[src/rtl/rx_seq_buffer_if.sv]
// Receiver-side capture inputs and the buffered output stream with status flags.
interface rx_seq_buffer_if #(
  parameter int WIDTH = 8,
  parameter int DEPTH = 4
);
  logic                     in_ack;
  logic [WIDTH-1:0]         in_data;
  logic [WIDTH-1:0]         out_data;
  logic                     out_valid;
  logic                     out_ready;
  logic [$clog2(DEPTH):0]   count;
  logic                     full;
  logic                     overflow;
  logic                     seq_err;
  logic [15:0]              words;

  modport master (
    output in_ack, in_data, out_ready,
    input  out_data, out_valid, count, full, overflow, seq_err, words
  );

  modport slave (
    input  in_ack, in_data, out_ready,
    output out_data, out_valid, count, full, overflow, seq_err, words
  );
endinterface

[src/rtl/rx_seq_buffer.sv]
// Captures one word per in_ack rising edge into a FWFT FIFO and checks the incrementing sequence.
// Word is poppable one cycle after its capture edge; a full FIFO drops new words (overflow), out_ready stalls the head.
module rx_seq_buffer #(
  parameter int WIDTH = 8,
  parameter int DEPTH = 4
) (
  input  logic              clk,
  input  logic              rst,
  rx_seq_buffer_if.slave    bus
);
  localparam int PW = $clog2(DEPTH);
  localparam int CW = PW + 1;
  localparam logic [CW-1:0] DEPTH_C = CW'(DEPTH);

  logic             ack_d_q, ack_d_d;
  logic [PW-1:0]    wr_ptr_q, wr_ptr_d;
  logic [PW-1:0]    rd_ptr_q, rd_ptr_d;
  logic [CW-1:0]    count_q, count_d;
  logic             overflow_q, overflow_d;
  logic             seq_err_q, seq_err_d;
  logic [15:0]      words_q, words_d;
  logic [WIDTH-1:0] expected_q, expected_d;
  logic [WIDTH-1:0] mem_q [DEPTH];

  logic cap;
  logic pop;
  logic push;
  logic full_w;
  logic valid_w;

  // Full/valid come from pre-edge state, so a push into a full FIFO is dropped even when a pop frees a slot.
  assign full_w  = (count_q == DEPTH_C);
  assign valid_w = (count_q != '0);
  assign cap     = bus.in_ack & ~ack_d_q;
  assign pop     = valid_w & bus.out_ready;
  assign push    = cap & ~full_w;

  always_comb begin
    ack_d_d    = bus.in_ack;
    wr_ptr_d   = wr_ptr_q;
    rd_ptr_d   = rd_ptr_q;
    count_d    = count_q;
    overflow_d = overflow_q;
    seq_err_d  = seq_err_q;
    words_d    = words_q;
    expected_d = expected_q;

    if (push) begin
      wr_ptr_d = wr_ptr_q + PW'(1);
    end
    if (pop) begin
      rd_ptr_d = rd_ptr_q + PW'(1);
    end
    if (push && !pop) begin
      count_d = count_q + CW'(1);
    end else if (pop && !push) begin
      count_d = count_q - CW'(1);
    end

    // Dropped words still count and still advance or resync the sequence checker.
    if (cap) begin
      words_d = words_q + 16'd1;
      if (full_w) begin
        overflow_d = 1'b1;
      end
      if (bus.in_data == expected_q) begin
        expected_d = expected_q + WIDTH'(1);
      end else begin
        seq_err_d  = 1'b1;
        expected_d = bus.in_data + WIDTH'(1);
      end
    end
  end

  always_ff @(posedge clk) begin
    if (!rst) begin
      ack_d_q    <= 1'b1;
      wr_ptr_q   <= '0;
      rd_ptr_q   <= '0;
      count_q    <= '0;
      overflow_q <= 1'b0;
      seq_err_q  <= 1'b0;
      words_q    <= '0;
      expected_q <= '0;
    end else begin
      ack_d_q    <= ack_d_d;
      wr_ptr_q   <= wr_ptr_d;
      rd_ptr_q   <= rd_ptr_d;
      count_q    <= count_d;
      overflow_q <= overflow_d;
      seq_err_q  <= seq_err_d;
      words_q    <= words_d;
      expected_q <= expected_d;
    end
  end

  // Storage is not reset; count gates whether any entry is meaningful.
  always_ff @(posedge clk) begin
    if (rst && push) begin
      mem_q[wr_ptr_q] <= bus.in_data;
    end
  end

  assign bus.out_data  = mem_q[rd_ptr_q];
  assign bus.out_valid = valid_w;
  assign bus.count     = count_q;
  assign bus.full      = full_w;
  assign bus.overflow  = overflow_q;
  assign bus.seq_err   = seq_err_q;
  assign bus.words     = words_q;
endmodule

[src/flat_wrapper.sv]
// flat-port wrapper written by rule: the top's interface ports become plain ports
module rx_seq_buffer_flat 
#(
  parameter int WIDTH = 8,
  parameter int DEPTH = 4
)
  (clk, rst, bus_in_ack, bus_in_data, bus_out_ready, bus_out_data, bus_out_valid, bus_count, bus_full, bus_overflow, bus_seq_err, bus_words);
  rx_seq_buffer_if #(.WIDTH(WIDTH), .DEPTH(DEPTH)) bus_i ();
  input  logic clk;
  input  logic rst;
  input wire logic [$bits(bus_i.in_ack)-1:0] bus_in_ack;
  input wire logic [$bits(bus_i.in_data)-1:0] bus_in_data;
  input wire logic [$bits(bus_i.out_ready)-1:0] bus_out_ready;
  output wire logic [$bits(bus_i.out_data)-1:0] bus_out_data;
  output wire logic [$bits(bus_i.out_valid)-1:0] bus_out_valid;
  output wire logic [$bits(bus_i.count)-1:0] bus_count;
  output wire logic [$bits(bus_i.full)-1:0] bus_full;
  output wire logic [$bits(bus_i.overflow)-1:0] bus_overflow;
  output wire logic [$bits(bus_i.seq_err)-1:0] bus_seq_err;
  output wire logic [$bits(bus_i.words)-1:0] bus_words;
  assign bus_i.in_ack = bus_in_ack;
  assign bus_i.in_data = bus_in_data;
  assign bus_i.out_ready = bus_out_ready;
  assign bus_out_data = bus_i.out_data;
  assign bus_out_valid = bus_i.out_valid;
  assign bus_count = bus_i.count;
  assign bus_full = bus_i.full;
  assign bus_overflow = bus_i.overflow;
  assign bus_seq_err = bus_i.seq_err;
  assign bus_words = bus_i.words;
  rx_seq_buffer #(.WIDTH(WIDTH), .DEPTH(DEPTH)) u_core (.clk(clk), .rst(rst), .bus(bus_i));
endmodule
[config.mk]
export PLATFORM = sky130hd
export DESIGN_NAME = rx_seq_buffer_flat
export DESIGN_NICKNAME = d
export VERILOG_FILES = /design/src/rtl/rx_seq_buffer_if.sv /design/src/rtl/rx_seq_buffer.sv /design/src/flat_wrapper.sv
export SDC_FILE = /design/constraint.sdc
export NUM_CORES = 1
export LEC_CHECK = 0
export ABC_AREA = 1
export BUFFER_PORTS_ARGS = -buffer_cell sky130_fd_sc_hd__buf_2
export CORE_ASPECT_RATIO = 0.7
export CORE_MARGIN = 4
export CORE_UTILIZATION = 55
export CTS_BUF_LIST = sky130_fd_sc_hd__clkbuf_4 sky130_fd_sc_hd__clkbuf_8 sky130_fd_sc_hd__clkbuf_16
export DETAILED_ROUTE_END_ITERATION = 16
export GPL_TIMING_DRIVEN = 1
export PLACE_DENSITY = 0.77
export SETUP_SLACK_MARGIN = 0.5
export SLEW_MARGIN = 20
export SYNTH_ARGS = -nofsm -noshare
export SYNTH_HDL_FRONTEND = slang
export SYNTH_SLANG_ARGS = --single-unit
[constraint.sdc]
create_clock -name clk -period 2 [get_ports clk]
set_input_delay 0.1 -clock clk [delete_from_list [all_inputs] [get_ports clk]]
set_output_delay 0.1 -clock clk [all_outputs]
set_load 0.01 [all_outputs]
==> summary.txt, run 1 <==
Peak VDD IR: 0.8866 mV
post-synthesis mux area share: 0
LEAKAGE: 1.581 nW
Root Buffer: clkbuf_8
status: complete, no violations
layout cells sized above 1: 0.2903
# Max-Cap Violations: 0
vias in the first global route: 2,366
CTS tree: yes
sequential-to-total area share from yosys stat: 0.5524
Fill cells: 374
clk buf depth: 2
Ports: 43
vias per cell: 5.185
Worst Hold Path Cells: 2
Die X: 96.92 um
Yosys reg bits: 68
GP Congestion: 0.8481
Worst Path Buf+Inv: 4
hold path start: bus_in_ack
crit-path max cell delay: 340 ps
R2R cell count: 12
drt pass-1 iters: 4
Seq. cell area: 1704 sq um
Iteration-0 DRC Markers: 191
Highest Clock Rate: 0.6127 GHz
nets: 418
largest net degree at the start of global routing: 21
total clock sinks: 68
P per Cell Area: 1017 nW/um^2
CP endpoint kind: flop
CP Cell Sequence: inv_2, nand2_4, inv_4, nand2_4, inv_4, ha_4, inv_4, fa_2, a21oi_2, o21ai_1, o21ai_1, a21oi_1
Yosys cell types: 30
crit path launch type: flop
synth top area cells: edfxtp_1, dfxtp_1, nor2_1
global route overflow: 0
Hold/Removal Path Class: input port to flop
TritonCTS Buffers: 9
Skew-Pair Late Insertion Delay: 340 ps
Place WS: 283.2 ps
Area growth syn-to-layout: 25.44%
crit-path leading delay family: adder cells
Crit Reg-Reg Startpoint: u_core.ack_d_q$_SDFF_PN1_
Synth Area in Simple Gates: 0.1776
Post-Synth Adder-Cell Area: 0.03535
Die Area: 6808 sq um
Syn Nets: 358
Die Y-Extent: 70.25 um
Rows: 22
Critical Path Fanout Max: 2
Synth Area in XOR/XNOR: 0.04316
Worst Tran Pin Value: 532.3 ps
Multi-input gate area: 1257 sq um
area leader, netlist: edfxtp_1
reg-to-reg slack, setup: 370 ps
initial antenna violation count: 0
Worst-path clk slew: 70 ps
Total GRT Usage: 0.2044
Synth Cell Area: 3044 sq um
Arr. time, crit path: 1860 ps
first-pass GRT wire length: 11.07 mm
post-synth top area share: 0.3157
DR DRC count: 0
complex-gate fraction of the synthesized area: 0.1278
Port Buf Inserts: 42
Routed WL per cell: 14.29 um
routed via count: 2,463
final hold vios: 0
synth warn: 0
setup-violating endpoint count in the final report: 0
Starting Density: 0.5730
cell repeated most along the worst path: inv_4
hpwl dp: 4.461 mm
final cycle utilization of the critical path: 0.8160
final setup TNS: 0 ps
Rel. slew slack: 0.6448
RSZ-0062 raised after global routing: yes
setup ws final: 368.0 ps
CTS H-tree lvls: 3
Synth Area per Inst: 9.006 sq um
minimum clock period: 1632 ps
Post-Route WL: 6.786 mm
count of nets left with antenna violations after detail routing: 0
diode count: 0
hold worst-path end: u_core.ack_d_q$_SDFF_PN1_
Critical R2R Capture: u_core.bus.count[2]$_SDFFE_PN0P_
Core Footprint: 5313 sq um
Synth Instances: 338
largest family of logic cells by synthesized area: simple AND/OR/NAND/NOR gates
Worst path slowest cell: fa_2
Worst Clk Skew: 5.440 ps
WP data required: 2230 ps
WS Path Type: flop to flop
Max Transition Viols Final: 0
## cells by family (layout without fill, tap and decap cells)
logic type | after synthesis | count (layout)
AO/OA/AOI/OAI | 73 | 73
XOR/XNOR | 15 | 15
adder cells (fa/ha/maj) | 8 | 8
buffers and inverters | 50 | 115
flip-flops | 68 | 68
AND/OR/NAND/NOR | 124 | 124
## metrics by stage
step | hold WS (ps) | power [mW] | cells | util | cell area [sq um]
floorplan | 190.1 | 2.108 | 338 | - | 3093
global placement | 367.1 | 2.340 | 449 | 0.6397 | 3398
detailed placement | 374.2 | 2.372 | 449 | 0.6397 | 3398
CTS | 16.79 | 3.837 | 472 | 0.7042 | 3741
global route | 20.38 | 4.088 | 475 | 0.7188 | 3819
finish | 41.15 | 3.885 | 475 | 0.7188 | 3819
## sequential cells by signal, summed over array words and instances (netlist names), named ones only
name                 flops
u_core.wr_ptr_q          2
u_core.ack_d_q           1
u_core.bus.seq_err       1
u_core.bus.words        16
u_core.expected_q        8
u_core.rd_ptr_q          2
u_core.bus.overflow      1
u_core.mem_q            32
u_core.bus.count         3
## power breakdown
part	total (mW)	internal [mW]	switching, mW
sequential	1.62	1.55	0.0713
combinational	0.908	0.388	0.520
clock	1.36	0.844	0.514
total	3.89	2.78	1.10
## synthesized netlist by cell type
library cell,n
nand4_1,2
clkbuf_1,6
nor3_2,1
o22ai_1,8
edfxtp_1,32
dfxtp_1,36
buf_4,1
and3_1,1
nor2_4,1
o221ai_1,1
o211ai_1,1
nor2_1,52
fa_1,1
or2_2,1
xnor2_1,11
nor3_1,2
nand2_2,1
xor2_1,4
o21a_1,2
o21ai_0,37
buf_2,2
a21oi_1,23
o21bai_1,1
ha_1,7
nand3b_2,1
inv_1,41
nand3_1,10
nor2_2,3
nand3_2,3
nand2_1,46
## worst reg2reg max path, stage by stage, from the launching register on
cell and delay [ps]:
dfxtp_2 320, inv_2 70, nand2_4 70, inv_4 70, nand2_4 60, inv_4 70
ha_4 140, inv_4 30, fa_2 340, a21oi_2 120, o21ai_1 90, o21ai_1 120
a21oi_1 50
## final cells by class
class,count,share of cell area
clock buffer,10,0.03440
clock inverter,6,0.02916
multi-input combinational,220,0.3293
tap,72,0.02359
timing repair buffer,58,0.09174
sequential,68,0.4463
inverter,41,0.04554
## per-layer routing
layer | vias up | part of all wire | track usage
met5 | - | 0 | 0
met1 | 1141 | 0.43 | 0.2718
li1 | 1239 | - | -
met2 | 75 | 0.48 | 0.3150
met3 | 8 | 0.078 | 0.07884
met4 | 0 | 0.0090 | 0.05140
## layout by cell type, fill, tap and decap left out, types with 11 or more instances in the layout
master / count
a21oi_1: 22
buf_2: 42
buf_4: 14
dfxtp_1: 28
edfxtp_1: 32
inv_1: 32
nand2_1: 43
nor2_1: 51
o21ai_0: 25
xnor2_1: 11
## worst max path at each step
stage	depth (start not counted)	end	slack, ps	start
finish	12	u_core.bus.count[2]$_SDFFE_PN0P_	370	u_core.ack_d_q$_SDFF_PN1_
detailed placement	12	u_core.bus.count[2]$_SDFFE_PN0P_	280	u_core.ack_d_q$_SDFF_PN1_
CTS	12	u_core.bus.count[2]$_SDFFE_PN0P_	370	u_core.ack_d_q$_SDFF_PN1_
global placement	12	u_core.bus.count[2]$_SDFFE_PN0P_	330	u_core.ack_d_q$_SDFF_PN1_
floorplan	12	u_core.bus.count[2]$_SDFFE_PN0P_	410	u_core.ack_d_q$_SDFF_PN1_
global route	12	u_core.bus.count[2]$_SDFFE_PN0P_	310	u_core.ack_d_q$_SDFF_PN1_
## what timing repair did
| action | in CTS | in global routing |
|---|---|---|
| pin swaps | 4 | 2 |
| setup buffers | 7 | 3 |
| resized for setup | 12 | 25 |
| hold buffers | 0 | 0 |
| setup endpoints to repair | 10 | 15 |
| hold endpoints to repair | 0 | 0 |
No activity file was read; power rests on OpenSTA's default activity.
==> inputs of run 2 (changes only) <==
--- a/config.mk
+++ b/config.mk
@@ -9,11 +9,11 @@
 export BUFFER_PORTS_ARGS = -buffer_cell sky130_fd_sc_hd__buf_2
 export CORE_ASPECT_RATIO = 0.7
 export CORE_MARGIN = 4
-export CORE_UTILIZATION = 55
+export CORE_UTILIZATION = 51
 export CTS_BUF_LIST = sky130_fd_sc_hd__clkbuf_4 sky130_fd_sc_hd__clkbuf_8 sky130_fd_sc_hd__clkbuf_16
 export DETAILED_ROUTE_END_ITERATION = 16
 export GPL_TIMING_DRIVEN = 1
-export PLACE_DENSITY = 0.77
+export PLACE_DENSITY = 0.75
 export SETUP_SLACK_MARGIN = 0.5
 export SLEW_MARGIN = 20
 export SYNTH_ARGS = -nofsm -noshare
==> constraint.sdc (replaced) <==
create_clock -name clk -period 1.4 [get_ports clk]
set_input_delay 0.07 -clock clk [delete_from_list [all_inputs] [get_ports clk]]
set_output_delay 0.07 -clock clk [all_outputs]
set_load 0.01 [all_outputs]
==> run 2 against run 1 <==
The run now ends with negative setup slack left. Cell count is 9.7% higher. Sequential share of layout area is 7.3 points lower. First-iteration DRC count is 59% higher. Worst setup slack worse by 600 ps. Hold slack worse by 24 ps. Clock-buffer cell count stayed put. Critical endpoint unchanged. Largest cell class unchanged.
==> summary.txt, run 2 (synthesized netlist as in run 1, its figures left out) <==
status: finished, violations left
violated checks: negative setup slack
minimum clock period: 1633 ps
R2R cell count: 12
final cycle utilization of the critical path: 1.167
met3 Track Usage GR: 0.06304
Total GRT Usage: 0.2249
largest net degree at the start of global routing: 21
Hold Worst Slack: 17.53 ps
Arr. time, crit path: 1870 ps
setup ws final: -233.4 ps
GP Congestion: 0.8334
CTS tree: yes
Root Buffer: clkbuf_8
nets: 461
hpwl dp: 4.679 mm
final core occ: 0.8202
Worst Hold Path Cells: 1
RSZ-0062 raised after global routing: yes
count of nets left with antenna violations after detail routing: 0
Total Power: 6.057 mW
Worst-path clk slew: 80 ps
grt peak-use layer: met2
Max Transition Viols Final: 0
Largest register FFs: 32
total clock sinks: 68
Rows: 23
Skew-Pair Late Insertion Delay: 360 ps
Die Y-Extent: 72.64 um
CP endpoint kind: flop
WS Path Type: flop to flop
Worst Clk Skew: 12.17 ps
vias per cell: 5.501
TritonCTS Buffers: 9
# Max-Cap Violations: 0
Die X: 100.3 um
routed via count: 2,866
Starting Density: 0.5289
crit path launch type: flop
Ports: 43
Place WS: -188.0 ps
final hold vios: 0
Routed WL per cell: 17.69 um
Iteration-0 DRC Markers: 303
setup-violating endpoint count in the final report: 38
clk buf depth: 2
vias in the first global route: 2,629
LEAKAGE: 1.942 nW
initial antenna violation count: 0
Highest Clock Rate: 0.6122 GHz
layout cells sized above 1: 0.5135
GRT met2 Usage: 0.3583
Die Area: 7289 sq um
Rel. slew slack: 0.7002
Area growth syn-to-layout: 55.08%
most frequent cells in the layout: buf_6, nor2_1, nand2_1
P per Cell Area: 1283 nW/um^2
drt pass-1 iters: 5
Core Footprint: 5756 sq um
Worst Tran Pin Value: 449.2 ps
WP data required: 1640 ps
Peak VDD IR: 1.123 mV
Top reg by flops: u_core.mem_q
met1 Use GR: 0.3033
Post-Route WL: 9.217 mm
Critical Path Fanout Max: 2
Port Buf Inserts: 42
Fill cells: 311
CTS H-tree lvls: 3
Hold/Removal Path Class: input port to flop
most common cell after layout, fill and taps aside: buf_6
global route overflow: 0
first-pass GRT wire length: 12.68 mm
diode count: 0
DR DRC count: 0
==> run 2: changes by cell type in the layout (fill, tap and decap cells not counted), sizes merged <==
| cell | delta |
|---|---|
| buf | +41 |
| dlygate4sd3 | +2 |
| clkinv | +3 |
| inv | +1 |
| bufinv | -2 |
| clkinvlp | -2 |
==> run 2: routing by layer <==
metal | vias up | wire length, um
met5 | - | 0
li1 | 1329 | -
met1 | 1354 | 3830
met3 | 34 | 826
met2 | 149 | 4326
met4 | 0 | 233
==> run 2: worst paths after layout <==
kind,from,endpoint,slack (ps)
worst min-delay path,bus_in_data[2],u_core.mem_q[3][2]$_DFFE_PP_,20
worst max-delay path,u_core.ack_d_q$_SDFF_PN1_,u_core.bus.count[2]$_SDFFE_PN0P_,-230
worst max register to register,u_core.ack_d_q$_SDFF_PN1_,u_core.bus.count[2]$_SDFFE_PN0P_,-230
worst min register to register,u_core.bus.seq_err$_SDFFE_PN0P_,u_core.bus.seq_err$_SDFFE_PN0P_,480
==> run 2: where the power goes <==
group          switching (mW)  internal [mW]
Sequential              0.180           2.20
Clock                   0.801          0.842
Combinational           0.973           1.06
Total                    1.95           4.10
==> run 2: critical path, cell delays in order, from the launching register on <==
cell     delay, ps
dfxtp_2        330
inv_2           80
nand2_4         60
inv_4           70
nand2_4         50
inv_4           60
ha_4           140
inv_4           30
fa_2           340
a21oi_2        120
o21ai_1         80
o21ai_1        120
a21oi_1         50
==> run 2: layout make-up <==
| cell class | count | area [sq um] | share of cell area |
|---|---|---|---|
| clock inverter | 6 | 65.06 | 0.01378 |
| multi-input combinational | 220 | 1572 | 0.3329 |
| clock buffer | 10 | 131.4 | 0.02783 |
| inverter | 41 | 186.4 | 0.03949 |
| sequential | 68 | 1762 | 0.3732 |
| tap | 75 | 93.84 | 0.01988 |
| timing repair buffer | 101 | 910.9 | 0.1929 |
==> run 2: what timing repair did <==
item / CTS / global route
hold endpoints to repair: 1 / 0
cloned: 0 / 1
pin swaps: 35 / 20
setup endpoints to repair: 97 / 98
hold buffers: 2 / 0
buffers inserted: 28 / 14
resized for setup: 98 / 56
==> run 2: stage by stage <==
stage                     TNS (ps)  std cells  instance area [sq um]
after floorplan             -931.5        338                   3279
after global placement       -2594        460                   3628
after detailed placement     -3730        460                   3628
after CTS                    -1037        506                   4383
after global routing         -4270        521                   4721
final                        -2740        521                   4721
==> inputs of run 3 (changes only) <==
--- a/config.mk
+++ b/config.mk
@@ -12,7 +12,7 @@
 export CORE_UTILIZATION = 51
 export CTS_BUF_LIST = sky130_fd_sc_hd__clkbuf_4 sky130_fd_sc_hd__clkbuf_8 sky130_fd_sc_hd__clkbuf_16
 export DETAILED_ROUTE_END_ITERATION = 16
-export GPL_TIMING_DRIVEN = 1
+export GPL_TIMING_DRIVEN = 0
 export PLACE_DENSITY = 0.75
 export SETUP_SLACK_MARGIN = 0.5
 export SLEW_MARGIN = 20
==> run 3 against run 2 <==
The flow still finishes with violations (negative setup slack). Clock skew rose by 0.70 ps. Non-clock buffer count did not move. Wire length up 2.4%. Core utilization up 1.0 points. Cell count is the same. Clock power is 15% lower. Design area is 1.2% higher. Via count grew 0.31%. Critical path depth unchanged. Sequential power hardly changed. Sequential cell count unchanged. Largest cell class unchanged. Sequential share of layout area decreased by 0.64 points.
==> summary.txt, run 3 (synthesized netlist as in run 1, its figures left out) <==
drt pass-1 iters: 5
reg-to-reg slack, setup: -310 ps
Critical R2R Capture: u_core.bus.count[2]$_SDFFE_PN0P_
Arr. time, crit path: 1950 ps
DR DRC count: 0
most frequent cells in the layout: nand2_1, nor2_1, buf_6, edfxtp_1, buf_4
Die Y-Extent: 72.64 um
diode count: 0
count of nets left with antenna violations after detail routing: 0
WP data required: 1640 ps
routed via count: 2,875
initial antenna violation count: 0
Hold/Removal Path Class: input port to flop
clock share of power: 0.235
NetSw: 1.999 mW
total clock sinks: 68
Routed WL per cell: 18.12 um
Area growth syn-to-layout: 57.01%
Rows: 23
P_int: 3.937 mW
Worst-path clk slew: 80 ps
Die X: 100.3 um
Root Buffer: clkbuf_8
TritonCTS Buffers: 9
crit path launch type: flop
Rel. slew slack: 0.5333
violated checks: negative setup slack
P per Cell Area: 1242 nW/um^2
largest net degree at the start of global routing: 13
hold path start: bus_in_data[6]
hold worst-path end: u_core.mem_q[1][6]$_DFFE_PP_
Multi-input gate area: 1618 sq um
non-filler cells, final: 521
Starting Density: 0.5289
Iteration-0 DRC Markers: 218
LEAKAGE: 1.960 nW
nets: 461
final cycle utilization of the critical path: 1.219
length of routed met3 wiring: 672 um
Largest register FFs: 32
Core Footprint: 5756 sq um
Critical Path Start: u_core.ack_d_q$_SDFF_PN1_
Ports: 43
Peak VDD IR: 1.207 mV
layout cells sized above 1: 0.5247
Critical Path Fanout Max: 2
switch share: 0.3368
Top reg by flops: u_core.mem_q
most common cell after layout, fill and taps aside: nand2_1
R2R cell count: 12
Post-Route WL: 9.440 mm
final core occ: 0.8304
RSZ-0062 raised after global routing: yes
CP endpoint kind: flop
Crit Reg-Reg Startpoint: u_core.ack_d_q$_SDFF_PN1_
setup ws final: -307.2 ps
minimum clock period: 1707 ps
Highest Clock Rate: 0.5858 GHz
WS Path Type: flop to flop
# Max-Cap Violations: 0
final setup TNS: -1309 ps
hpwl dp: 4.714 mm
setup-violating endpoint count in the final report: 25
met2 WL: 4.679 mm
Worst Clk Skew: 12.87 ps
Skew-Pair Late Insertion Delay: 350 ps
Die Area: 7289 sq um
Worst Tran Pin Value: 700.0 ps
dpl cells: 454
Worst Hold Path Cells: 1
max layer used: met4
share of power burned in registers: 0.398
first-pass GRT wire length: 12.64 mm
Total Power: 5.937 mW
status: finished, violations left
global route overflow: 0
Place WS: -407.7 ps
Total GRT Usage: 0.2266
clk buf depth: 2
final hold vios: 0
Comb pwr share: 0.368
Fill cells: 293
Seq. cell area: 1753 sq um
Port Buf Inserts: 41
vias in the first global route: 2,611
Max Transition Viols Final: 0
CTS H-tree lvls: 3
wl on met1: 3.847 mm
vias per cell: 5.518
CTS tree: yes
GP Congestion: 0.8017
run 3: cell count changes in the layout (fill, tap and decap cells not counted), sizes merged:
cell / previous run / this run
clkbuf: 10 / 17
clkinvlp: 1 / 2
buf: 99 / 92
clkinv: 4 / 7
dlygate4sd3: 2 / 1
inv: 41 / 39
bufinv: 1 / 0
run 3: worst max-delay path, cell delays in order, from the launching register on:
cell and delay [ps]:
dfxtp_2 320, inv_2 70, nand2_4 80, inv_4 80, nand2_4 50, clkinv_4 50, ha_4 140, inv_4 40
fa_2 360, a21oi_2 140, o21ai_2 80, o21ai_1 140, a21oi_1 60
run 3: final cells by class:
| cell class | count | share of cell area |
|---|---|---|
| Sequential cell | 68 | 0.3668 |
| Multi-Input combinational cell | 220 | 0.3385 |
| Timing Repair Buffer | 92 | 0.1791 |
| Inverter | 41 | 0.03979 |
| Clock buffer | 9 | 0.02592 |
| Buffer | 9 | 0.02120 |
| Tap cell | 75 | 0.01963 |
| Clock inverter | 7 | 0.009162 |
run 3: per-layer routing:
metal	vias up	global-route usage
met2	121	0.3554
met1	1397	0.2968
li1	1330	-
met3	27	0.08023
met5	-	0
met4	0	0.07025
run 3: worst max path at each step:
stage,end,depth (start not counted)
3_3_place_gp,u_core.mem_q[2][5]$_DFFE_PP_,7
6_report,u_core.bus.count[2]$_SDFFE_PN0P_,12
5_1_grt,u_core.bus.count[2]$_SDFFE_PN0P_,12
4_1_cts,u_core.bus.count[1]$_SDFFE_PN0P_,10
2_1_floorplan,u_core.bus.count[2]$_SDFFE_PN0P_,12
3_5_place_dp,u_core.mem_q[2][5]$_DFFE_PP_,7
run 3: power by group through the flow:
stage	Combinational (mW)	Sequential [mW]	Clock (mW)
after floorplan	0.774	2.37	0
after global placement	1.13	2.38	0
after detailed placement	1.16	2.38	0
after CTS	1.80	2.33	1.38
after global routing	2.32	2.37	1.50
final	2.18	2.36	1.39
run 3: repair_timing:
action,4_1_cts,5_1_grt
resized for setup,97,60
setup endpoints to repair,94,99
pin swaps,22,12
buffers inserted,29,18
endpoints found under the hold margin,1,0
cloned,3,0
hold buffers,1,0
run 3: through the flow:
| stage | cell area [sq um] | hold slack (ps) |
|---|---|---|
| 2_1_floorplan | 3279 | 161.1 |
| 3_3_place_gp | 3578 | 333.3 |
| 3_5_place_dp | 3578 | 341.4 |
| 4_1_cts | 4417 | 9.646 |
| 5_1_grt | 4780 | -0.1421 |
| 6_report | 4780 | 10.47 |
